==> config.mk <==
export PLATFORM = sky130hd
export DESIGN_NAME = intr_ctrl
export DESIGN_NICKNAME = d
export VERILOG_FILES = /design/src/rtl/intr_ctrl.sv
export SDC_FILE = /design/constraint.sdc
export NUM_CORES = 1
export LEC_CHECK = 0
export ABC_AREA = 1
export BUFFER_PORTS_ARGS = -buffer_cell sky130_fd_sc_hd__buf_2
export CAP_MARGIN = 5
export CORE_MARGIN = 5
export CORE_UTILIZATION = 35
export CTS_CLUSTER_SIZE = 14
export DETAILED_ROUTE_END_ITERATION = 8
export HOLD_SLACK_MARGIN = 0.15
export PLACE_DENSITY_LB_ADDON = 0.2
export SETUP_SLACK_MARGIN = 0.1
export SYNTH_ARGS = -nofsm -noshare
export SYNTH_HDL_FRONTEND = slang
export SYNTH_SLANG_ARGS = --single-unit
==> constraint.sdc <==
create_clock -name clk -period 1.1 [get_ports clk]
set_input_delay 0.22 -clock clk [delete_from_list [all_inputs] [get_ports clk]]
set_output_delay 0.22 -clock clk [all_outputs]
set_load 0.005 [all_outputs]
==> src/rtl/intr_ctrl.sv <==
// rtl/intr_ctrl.sv - prioritised interrupt controller with latched pending bits and ack/EOI handshake
module intr_ctrl #(
  parameter int N_SRC = 6,
  parameter int ID_W  = 3
) (
  input  logic             clk,
  input  logic             rst_i,
  input  logic             we_i,
  input  logic [3:2]       addr_i,
  input  logic [31:0]      data_in,
  output logic [31:0]      data_out,
  input  logic [N_SRC-1:0] irq_src,
  input  logic             int_ack,
  output logic             int_req,
  output logic [ID_W-1:0]  int_id
);

  typedef enum logic [1:0] {
    IDLE    = 2'd0,
    REQ     = 2'd1,
    SERVICE = 2'd2
  } state_t;

  state_t           state_q, state_d;
  logic [N_SRC-1:0] mask_q, mask_d;
  logic [N_SRC-1:0] pend_q, pend_d;
  logic [N_SRC-1:0] irq_prev_q, irq_prev_d;
  logic             gie_q, gie_d;
  logic             int_req_q, int_req_d;
  logic [ID_W-1:0]  int_id_q, int_id_d;
  logic             in_service_q, in_service_d;

  logic [N_SRC-1:0] rise, elig, id_sel, w1c, ack_clr;
  logic [ID_W-1:0]  winner;
  logic             any_elig, sel_elig;
  logic             wr_mask, wr_pend, wr_ctrl, wr_eoi;
  logic             unused_data;

  assign unused_data = ^data_in;

  always_comb begin
    rise     = irq_src & ~irq_prev_q;
    elig     = pend_q & mask_q;
    any_elig = |elig;
    winner   = '0;
    // Scan from the top so the lowest eligible index is the last one written.
    for (int i = N_SRC - 1; i >= 0; i--) begin
      if (elig[i]) winner = ID_W'(i);
    end
    for (int i = 0; i < N_SRC; i++) begin
      id_sel[i] = (int_id_q == ID_W'(i));
    end
    sel_elig = |(elig & id_sel);

    wr_mask = we_i && (addr_i == 2'd0);
    wr_pend = we_i && (addr_i == 2'd1);
    wr_ctrl = we_i && (addr_i == 2'd2);
    wr_eoi  = we_i && (addr_i == 2'd3);
    w1c     = wr_pend ? data_in[N_SRC-1:0] : '0;
  end

  always_comb begin
    state_d      = state_q;
    int_req_d    = int_req_q;
    int_id_d     = int_id_q;
    in_service_d = in_service_q;
    ack_clr      = '0;
    irq_prev_d   = irq_src;
    mask_d       = wr_mask ? data_in[N_SRC-1:0] : mask_q;
    gie_d        = wr_ctrl ? data_in[0] : gie_q;

    case (state_q)
      IDLE: begin
        if (gie_q && any_elig) begin
          state_d   = REQ;
          int_id_d  = winner;
          int_req_d = 1'b1;
        end
      end
      REQ: begin
        if (int_ack) begin
          state_d      = SERVICE;
          int_req_d    = 1'b0;
          in_service_d = 1'b1;
          ack_clr      = id_sel;
        end else if (!(gie_q && sel_elig)) begin
          state_d   = IDLE;
          int_req_d = 1'b0;
        end
      end
      SERVICE: begin
        if (wr_eoi) begin
          state_d      = IDLE;
          in_service_d = 1'b0;
        end
      end
      default: begin
        state_d   = IDLE;
        int_req_d = 1'b0;
      end
    endcase

    // New edges win over both software clear and acknowledge clear.
    pend_d = (pend_q & ~w1c & ~ack_clr) | rise;
  end

  always_ff @(posedge clk or posedge rst_i) begin
    if (rst_i) begin
      state_q      <= IDLE;
      mask_q       <= '0;
      pend_q       <= '0;
      irq_prev_q   <= '0;
      gie_q        <= 1'b0;
      int_req_q    <= 1'b0;
      int_id_q     <= '0;
      in_service_q <= 1'b0;
    end else begin
      state_q      <= state_d;
      mask_q       <= mask_d;
      pend_q       <= pend_d;
      irq_prev_q   <= irq_prev_d;
      gie_q        <= gie_d;
      int_req_q    <= int_req_d;
      int_id_q     <= int_id_d;
      in_service_q <= in_service_d;
    end
  end

  always_comb begin
    data_out = '0;
    case (addr_i)
      2'd0: data_out = 32'(mask_q);
      2'd1: data_out = 32'(pend_q);
      2'd2: begin
        data_out[0]          = gie_q;
        data_out[8 +: ID_W]  = int_id_q;
        data_out[16]         = in_service_q;
        data_out[18:17]      = state_q;
      end
      default: begin
        data_out[31]         = in_service_q;
        data_out[ID_W-1:0]   = int_id_q;
      end
    endcase
  end

  assign int_req = int_req_q;
  assign int_id  = int_id_q;

endmodule

==> results of run 1 <==
[placed cells by master, fill, tap and decap left out, types with 4 or more instances in the layout]
| master | count |
|---|---|
| conb_1 | 19 |
| buf_6 | 26 |
| inv_2 | 6 |
| dfrtp_1 | 24 |
| nand3_1 | 4 |
| inv_1 | 23 |
| nor2_1 | 10 |
| nand2_1 | 39 |
| dlygate4sd3_1 | 7 |
| o22ai_1 | 6 |
| o21ai_2 | 4 |
| nor2_4 | 6 |
| nor2_2 | 7 |
| buf_4 | 40 |
| nand2_2 | 7 |
| o21ai_0 | 11 |
| buf_2 | 31 |
[power by group through the flow]
stage / sequential [W] / combinational [W] / clock (W)
global route: 0.00140 / 0.00312 / 0.000861
global placement: 0.00137 / 0.00158 / 0
CTS: 0.00135 / 0.00239 / 0.000811
finish: 0.00138 / 0.00289 / 0.000794
floorplan: 0.00135 / 0.000807 / 0
detailed placement: 0.00137 / 0.00159 / 0
[cell families after synthesis]
group,count (synthesis),synth area share (%)
AND/OR/NAND/NOR,84,24.5
buffers and inverters,51,18.5
AO/OA/AOI/OAI,32,12.4
flip-flops,26,44.3
other,1,0.256
[state kept, by name (all words and copies together) (netlist names)]
name,flops
int_req,1
gie_q,1
int_id,3
pend_q,6
irq_prev_q,6
mask_q,6
state_q,2
in_service_q,1
[per-layer routing]
layer	up-vias	share of wire [%]
li1	789	-
met4	0	0.43
met2	35	49
met3	2	5.4
met5	-	0
met1	713	45
[repair_timing]
item,CTS,global route
buffers inserted,19,9
hold buffers,7,0
hold endpoints to repair,32,0
resized for setup,49,36
pin swaps,23,14
setup endpoints to repair,29,30
[final cells by class]
cell class	instances	area (um^2)
clock buffer	3	41.3
multi-input combinational	135	802
tap	50	62.6
clock inverter	1	30.0
sequential	26	653
fill	355	1510
inverter	30	115
timing repair buffer	104	818
[worst min path at each step]
stage / start / end / slack, ns / cells past startpoint
floorplan: irq_src[0] / irq_prev_q[0] / 0.25 / 0
global placement: rst_i / pend_q[0] / 0.30 / 3
detailed placement: rst_i / pend_q[0] / 0.29 / 3
CTS: data_in[5] / mask_q[5] / 0.20 / 3
global route: data_in[4] / mask_q[4] / 0.20 / 3
finish: data_in[2] / mask_q[2] / 0.20 / 3
[per-stage QoR]
stage | utilization, % | TNS [ns] | cells | worst slack, ns | hold WS, ns
final | 62.6 | -3.92 | 349 | -0.271 | 0.198
after CTS | 58.0 | -3.75 | 341 | -0.232 | 0.198
after detailed placement | 47.1 | -2.14 | 312 | -0.191 | 0.294
after global placement | 47.1 | -2.00 | 312 | -0.179 | 0.296
after global routing | 62.6 | -5.52 | 349 | -0.304 | 0.202
after floorplan | - | -0.0483 | 212 | -0.0483 | 0.251
[tightest hold or removal path: cells and delay by family]
| kind | cells | cell delay, ns |
|---|---|---|
| AOI/OAI and AO/OA | 1 | 0.07 |
| buffers and inverters | 2 | 0.14 |
==> impl_metrics.toml, run 1 <==
[grt]
grt_pass1_vias = 1479
overflow = 0
busiest_layer = "met2"
met3_usage_pct = 3.20
grtUsageMet2_pct = 26.1
globalRouteMet1Util_pct = 19.8
grt_pass1_wl_mm = 6.54
grt_usage_pct = 15.2
grt_max_degree = 27
antenna_found_initial = 0

[sta]
slew_viol_final = 0
min_period_ns = 1.37
setup_viol_count_final = 28
post-route-period-util_pct = 125
skew_ns = 0.0114
setup_slack_ns = -0.271
rsz0062_at_grt = "yes"
hold_viol = 0
fmaxAchievable_mhz = 729

[worst_setup_path]
startpoint_type = "flip-flop"
r2r-end = "int_req"
r2r_slack_ns = -0.21
path_buf_inv = 2
crit_arrival_ns = 1.15
path_cells = "inv_2, o211ai_1, buf_2"
worstSetupEndpoint = "data_out[2]"
cp-end-kind = "output port"
r2r-start = "int_id[2]"
worstSetupPathDepth = 3
cp_data_required_time_ns = 0.88
reg2reg_depth = 10
cp_max_fo = 4
max_stage_delay_ns = 0.44
crit_start = "int_id[2]"
crit_slowest_cell = "dfrtp_1"
path_class = "flip-flop to output port"
path_delay_family = "flip-flops"

[place]
gp_congestion = 0.784
place_area_um2 = 1900
dpl.hpwl_mm = 2.84
io_buffer_count = 34

[power_and_ir_drop]
switchingPower_w = 0.00182
power_density_nw_per_um2 = 2010
intPower_w = 0.00323
power_leakage_nw = 1.34
pwr-share-clk_pct = 15.7
pwr-share-comb_pct = 57.1
vdd_drop_max_uv = 1000
seqPwrFrac_pct = 27.2
total_power_w = 0.00506
p_sw_share_pct = 36.1

[synthesis]
synth_commonest_cells = "nand2_1, inv_1, dfrtp_1"
yosysMostFrequentCell = "nand2_1"
netlist.area_leader.share_pct = 44.3
yosys_warnings = 0
syn_inst = 194
ys_seq_area_share_pct = 44.3
ys_ff_latch = 26
dominantRegCellSynth = "dfrtp_1"
synth_edf_count = 0
synth-async-reset-ratio_pct = 100
synth_cell_type_count = 21
netlist_area_um2 = 1470
syn_area_per_cell_um2 = 7.57
synthTopCellsByArea = "dfrtp_1, nand2_1, buf_4"
synth_top_cell_by_area = "dfrtp_1"

[clock_network]
cts_tree = "yes"
cts_root_buffer = "clkbuf_8"
path_clk_slew_ns = 0.10
clock-sinks = 26
cts_buffer_depth = 2
worst_skew_pair.late_latency_ns = 0.28
cts_buffers = 3
htree_levels = 1

[cells_and_area]
antennaDiodeCount = 0
final_layout_size_suffix_gt1_share_pct = 49.5
final_cell_area_um2 = 2520
fin_nets = 344
syn_to_final_growth_pct = 71.9

[routing]
drc = 0
first_pass_iters = 4
drtAntennaViolNets = 0
avgRoutedWirePerCell_um = 12.0
drt_first_iter_violations = 61
viasPerCell = 4.41
dr_total_vias = 1539
wirelength_mm = 4.19

[floorplan]
ios = 80
die-area_um2 = 5590
fp.dieW_um = 74.8
initial_core_util_pct = 36.4
rows = 23
fp.coreArea_um2 = 4030
die_y_um = 74.8

[run_status]
status = "finished, violations left"
violations = "setup timing"

[hold_path]
hp-class = "input port to flip-flop"

[flow_run]
drv_cap = 0
Power figures use the tool's default switching activity.
==> run 2: changes to the inputs <==
--- a/config.mk
+++ b/config.mk
@@ -10,11 +10,13 @@
 export CAP_MARGIN = 5
 export CORE_MARGIN = 5
 export CORE_UTILIZATION = 35
+export CTS_BUF_LIST = sky130_fd_sc_hd__clkbuf_8
 export CTS_CLUSTER_SIZE = 14
 export DETAILED_ROUTE_END_ITERATION = 8
 export HOLD_SLACK_MARGIN = 0.15
 export PLACE_DENSITY_LB_ADDON = 0.2
-export SETUP_SLACK_MARGIN = 0.1
+export REMOVE_ABC_BUFFERS = 1
+export SETUP_SLACK_MARGIN = 0.5
 export SYNTH_ARGS = -nofsm -noshare
 export SYNTH_HDL_FRONTEND = slang
 export SYNTH_SLANG_ARGS = --single-unit
==> run 2 against run 1 <==
The run ends with hold timing, setup timing left. Worst hold slack got worse by 0.22 ns. Clock-buffer cell count is the same. Cell area is 4.2% higher. Via count grew 2.6%. Setup slack about the same. Critical path depth up 2. Wire length rose by 11%. Critical path type unchanged. Critical endpoint is now data_out[0].
==> impl_metrics.toml, run 2 (same netlist as run 1, synthesis figures left out) <==
[routing]
drc = 0
wirelength_mm = 4.67
viasPerCell = 4.55
avgRoutedWirePerCell_um = 13.5
first_pass_iters = 4
drt_first_iter_violations = 74
drtAntennaViolNets = 0
dr_total_vias = 1579

[power_and_ir_drop]
pwr-share-comb_pct = 62.4
pwr-share-clk_pct = 10.9
switchingPower_w = 0.00203
power_leakage_nw = 1.36
p_sw_share_pct = 38.9
power_density_nw_per_um2 = 1990
vdd_drop_max_uv = 933
intPower_w = 0.00319
seqPwrFrac_pct = 26.7
total_power_w = 0.00522

[clock_network]
cts_root_buffer = "clkbuf_8"
htree_levels = 1
path_clk_slew_ns = 0.10
worst_skew_pair.late_latency_ns = 0.28
cts_buffers = 3
cts_buffer_depth = 2
clock-sinks = 26
cts_tree = "yes"

[cells_and_area]
final_common_cell = "buf_6"
antennaDiodeCount = 0
final_util_pct = 65.2
fin_nets = 343
fillers = 329
final_cell_mix = "buf_6, buf_4, buf_2"
final-seq-area_um2 = 654
syn_to_final_growth_pct = 79.0
final_layout_size_suffix_gt1_share_pct = 60.3
multi_input_area_um2 = 890
reg_top3 = "irq_prev_q: 6 flops, mask_q: 6 flops, pend_q: 6 flops"

[floorplan]
fp.dieW_um = 74.8
ios = 80
fp.coreArea_um2 = 4030
rows = 23
initial_core_util_pct = 36.4
die-area_um2 = 5590
die_y_um = 74.8

[worst_setup_path]
path_buf_inv = 1
cp_data_required_time_ns = 0.88
r2r-start = "int_id[1]"
crit_slowest_cell = "dfrtp_1"
cp_max_fo = 3
worstSetupPathDepth = 5
startpoint_type = "flip-flop"
path_cells = "nand2_1, o21ai_1, a21oi_2, o21ai_2, buf_2"
path_delay_family = "flip-flops"
crit_start = "pend_q[0]"
reg2reg_depth = 9
crit_arrival_ns = 1.15
r2r_slack_ns = -0.24
cp-end-kind = "output port"
r2r-end = "state_q[0]"
worstSetupEndpoint = "data_out[0]"
max_stage_delay_ns = 0.43
path_class = "flip-flop to output port"

[grt]
grt_pass1_wl_mm = 6.83
overflow = 0
grt_pass1_vias = 1480
grt_usage_pct = 15.9
antenna_found_initial = 0
grt_max_degree = 27

[sta]
slew_viol_final = 0
rsz0062_at_grt = "yes"
skew_ns = 0.0115
setup_slack_ns = -0.271
holdWs_ns = -0.0231
min_period_ns = 1.37
fmaxAchievable_mhz = 729
post-route-period-util_pct = 125
setup_viol_count_final = 26
hold_viol = 19

[run_status]
violations = "hold timing, setup timing"
status = "finished, violations left"

[place]
dpl.hpwl_mm = 2.94
io_buffer_count = 34
gp_congestion = 0.828

[hold_path]
hp-class = "input port to asynchronous set/reset pin"

[flow_run]
drv_cap = 0
-- run 2: metal layers --
layer	part of all wire [%]	GRT usage (%)	routed length [um]
met3	5.8	2.14	273
met5	0	0	0
met1	43	22.8	2030
met4	0.92	4.15	43
met2	50	25.4	2330
-- run 2: worst register-to-register path, cell delays in order, from the launching register on --
cell and delay (ns):
dfrtp_2 0.45, buf_4 0.16, nor2_4 0.11, nand3_1 0.09
nand2_1 0.07, nor2_1 0.04, nand2_1 0.09, nand2_2 0.07
buf_4 0.14, nand2_1 0.05
-- run 2: how the worst min path moves through the flow --
stage	start	endpoint	slack, ns	cells past startpoint
floorplan	irq_src[0]	irq_prev_q[0]	0.25	0
global placement	rst_i	gie_q	0.30	3
detailed placement	rst_i	gie_q	0.30	3
CTS	rst_i	gie_q	-0.0005	3
global route	rst_i	int_req	0.01	3
finish	rst_i	int_req	-0.02	3
-- run 2: cell type report --
type,instances,area share [%]
clock buffers,3,1.57
repair buffers,103,32.8
inverters,30,4.48
well taps,50,2.38
multi-input cells,135,33.9
flip-flops and latches,26,24.9
-- run 2: what timing repair did --
item / CTS / global route
endpoints found under the hold margin: 32 / 32
endpoints found under the setup margin: 37 / 37
setup buffers: 13 / 14
pin swaps: 23 / 22
resized for setup: 62 / 78
-- run 2: per-stage QoR --
step / std cells / hold slack, ns / cell area [um^2] / setup TNS (ns) / setup slack, ns
4_1_cts: 333 / -0.000496 / 2250 / -3.71 / -0.239
6_report: 347 / -0.0231 / 2630 / -4.24 / -0.271
2_1_floorplan: 191 / 0.251 / 1380 / -0.0498 / -0.0498
3_5_place_dp: 317 / 0.302 / 1920 / -2.53 / -0.218
5_1_grt: 347 / 0.0145 / 2630 / -5.35 / -0.333
3_3_place_gp: 317 / 0.300 / 1920 / -2.59 / -0.247
-- run 2: power by group through the flow --
stage | clock (W) | sequential [W] | combinational [W]
global route | 0.000594 | 0.00141 | 0.00349
finish | 0.000570 | 0.00139 | 0.00326
floorplan | 0 | 0.00137 | 0.000673
detailed placement | 0 | 0.00138 | 0.00155
CTS | 0.000565 | 0.00134 | 0.00228
global placement | 0 | 0.00138 | 0.00155
==> run 3: changes to the inputs <==
--- a/config.mk
+++ b/config.mk
@@ -14,7 +14,7 @@
 export CTS_CLUSTER_SIZE = 14
 export DETAILED_ROUTE_END_ITERATION = 8
 export HOLD_SLACK_MARGIN = 0.15
-export PLACE_DENSITY_LB_ADDON = 0.2
+export PLACE_DENSITY = 0.68
 export REMOVE_ABC_BUFFERS = 1
 export SETUP_SLACK_MARGIN = 0.5
 export SYNTH_ARGS = -nofsm -noshare
==> run 3 against run 2 <==
Flip-flop and latch count unchanged. Cell count down 1.7%. The flow still finishes with violations (hold timing, setup timing). Worst hold slack better by 0.0068 ns. Utilization down 3.0 points. Total power down 5.4%. Die area unchanged. Register-to-register slack worse by 0.097 ns. Wire length up 0.62%. Combinational power down 8.3%. Fmax down 4.6%. Clock-buffer cell count unchanged. Sequential power about the same.
==> impl_metrics.toml, run 3 (same netlist as run 1, synthesis figures left out) <==
[run_status]
status = "finished, violations left"
violations = "hold timing, setup timing"

[cells_and_area]
final_cell_mix = "buf_6, buf_2, buf_4"
final_util_pct = 62.2
syn_to_final_growth_pct = 70.8
fin_nets = 337
antennaDiodeCount = 0
reg_top3 = "irq_prev_q: 6 flops, mask_q: 6 flops, pend_q: 6 flops"
final_layout_size_suffix_gt1_share_pct = 54.3
final_common_cell = "buf_6"
fillers = 340

[sta]
skew_ns = 0.0110
min_period_ns = 1.44
setup_viol_count_final = 28
post-route-period-util_pct = 131
slew_viol_final = 0
hold_viol = 17
setup_slack_ns = -0.337
holdWs_ns = -0.0163
rsz0062_at_grt = "yes"
fmaxAchievable_mhz = 696

[power_and_ir_drop]
switchingPower_w = 0.00192
power_leakage_nw = 1.30
intPower_w = 0.00302
pwr-share-comb_pct = 60.6
pwr-share-clk_pct = 11.0
p_sw_share_pct = 38.9
seqPwrFrac_pct = 28.5
vdd_drop_max_uv = 746
power_density_nw_per_um2 = 1970

[grt]
grt_pass1_vias = 1431
grt_pass1_wl_mm = 6.76
overflow = 0
grt_usage_pct = 16.1
antenna_found_initial = 0
grt_max_degree = 27

[flow_run]
drv_cap = 0

[worst_setup_path]
startpoint_type = "flip-flop"
crit_arrival_ns = 1.66
cp-end-kind = "flip-flop"
path_class = "flip-flop to flip-flop"
cp_data_required_time_ns = 1.32
cp_max_fo = 5

[floorplan]
rows = 23
die-area_um2 = 5590
ios = 80
fp.coreArea_um2 = 4030
die_y_um = 74.8
initial_core_util_pct = 36.4
fp.dieW_um = 74.8

[routing]
avgRoutedWirePerCell_um = 13.8
dr_total_vias = 1578
viasPerCell = 4.63
wirelength_mm = 4.70
drc = 0
drtAntennaViolNets = 0
first_pass_iters = 4
drt_first_iter_violations = 84

[clock_network]
path_clk_slew_ns = 0.09
cts_tree = "yes"
htree_levels = 1
clock-sinks = 26
cts_buffers = 3
cts_buffer_depth = 2
worst_skew_pair.late_latency_ns = 0.28
cts_root_buffer = "clkbuf_8"

[place]
dp_slack_ns = -0.197
io_buffer_count = 34
gp_congestion = 0.828
dpl.hpwl_mm = 3.02

[hold_path]
hp-class = "input port to asynchronous set/reset pin"
==> run 3: cell types whose count changed in the layout (fill, tap and decap cells not counted), sizes merged <==
cell	before	now
buf	103	97
clkinv	0	1
inv	30	29
==> run 3: worst paths after layout <==
check / cells past startpoint / endpoint / slack, ns / from
setup / recovery: 9 / state_q[0] / -0.34 / int_id[0]
hold / removal: 3 / in_service_q / -0.02 / rst_i
setup reg to reg: 9 / state_q[0] / -0.34 / int_id[0]
hold reg to reg: 1 / pend_q[4] / 0.43 / irq_prev_q[4]
max in group asynchronous: 3 / int_id[2] / 0.83 / rst_i
min in group clk: 1 / irq_prev_q[3] / 0.06 / irq_src[3]
==> run 3: timing repair <==
item	CTS	global route
pin swaps	27	14
buffers inserted	10	14
gates resized for setup	72	48
hold endpoints to repair	32	32
endpoints found under the setup margin	37	37
==> run 3: power by group through the flow <==
stage | registers [W] | clock network, W | logic [W]
2_1_floorplan | 0.00137 | 0 | 0.000673
3_3_place_gp | 0.00137 | 0 | 0.00152
5_1_grt | 0.00143 | 0.000596 | 0.00321
6_report | 0.00141 | 0.000542 | 0.00299
3_5_place_dp | 0.00137 | 0 | 0.00154
4_1_cts | 0.00139 | 0.000560 | 0.00221
==> run 3: layout make-up <==
cell class                      count  area, um^2  area share (%)
Clock buffer                        3        41.3            1.65
Sequential cell                    26         654            26.1
Multi-Input combinational cell    135         832            33.2
Inverter                           30         120            4.79
Tap cell                           50        62.6            2.50
Timing Repair Buffer               97         796            31.8
==> run 3: per-layer routing <==
metal  GRT usage [%]  wire length [um]  share of wire [%]
met4            4.15                47                1.0
met3            3.34               304                6.5
met5               0                 0                  0
met1            21.6              2070                 44
met2            26.5              2280                 49
==> run 3: critical path, stage by stage, from the launching register on <==
cell and delay, ns:
dfrtp_2 0.47, buf_4 0.17, nor2_2 0.17, nand3_1 0.11, nand2_1 0.09, nor2_1 0.04
nand2_1 0.07, nand2_2 0.07, buf_4 0.15, nand2_1 0.04
==> run 3: per-stage QoR <==
stage / cells / area (um^2) / power [W] / setup TNS, ns / hold WS, ns
floorplan: 191 / 1380 / 0.00204 / -0.0498 / 0.251
global placement: 314 / 1900 / 0.00288 / -2.38 / 0.294
detailed placement: 314 / 1900 / 0.00292 / -2.33 / 0.294
CTS: 327 / 2220 / 0.00416 / -3.64 / -0.0115
global route: 341 / 2510 / 0.00523 / -5.67 / 0.0358
finish: 341 / 2510 / 0.00494 / -4.41 / -0.0163
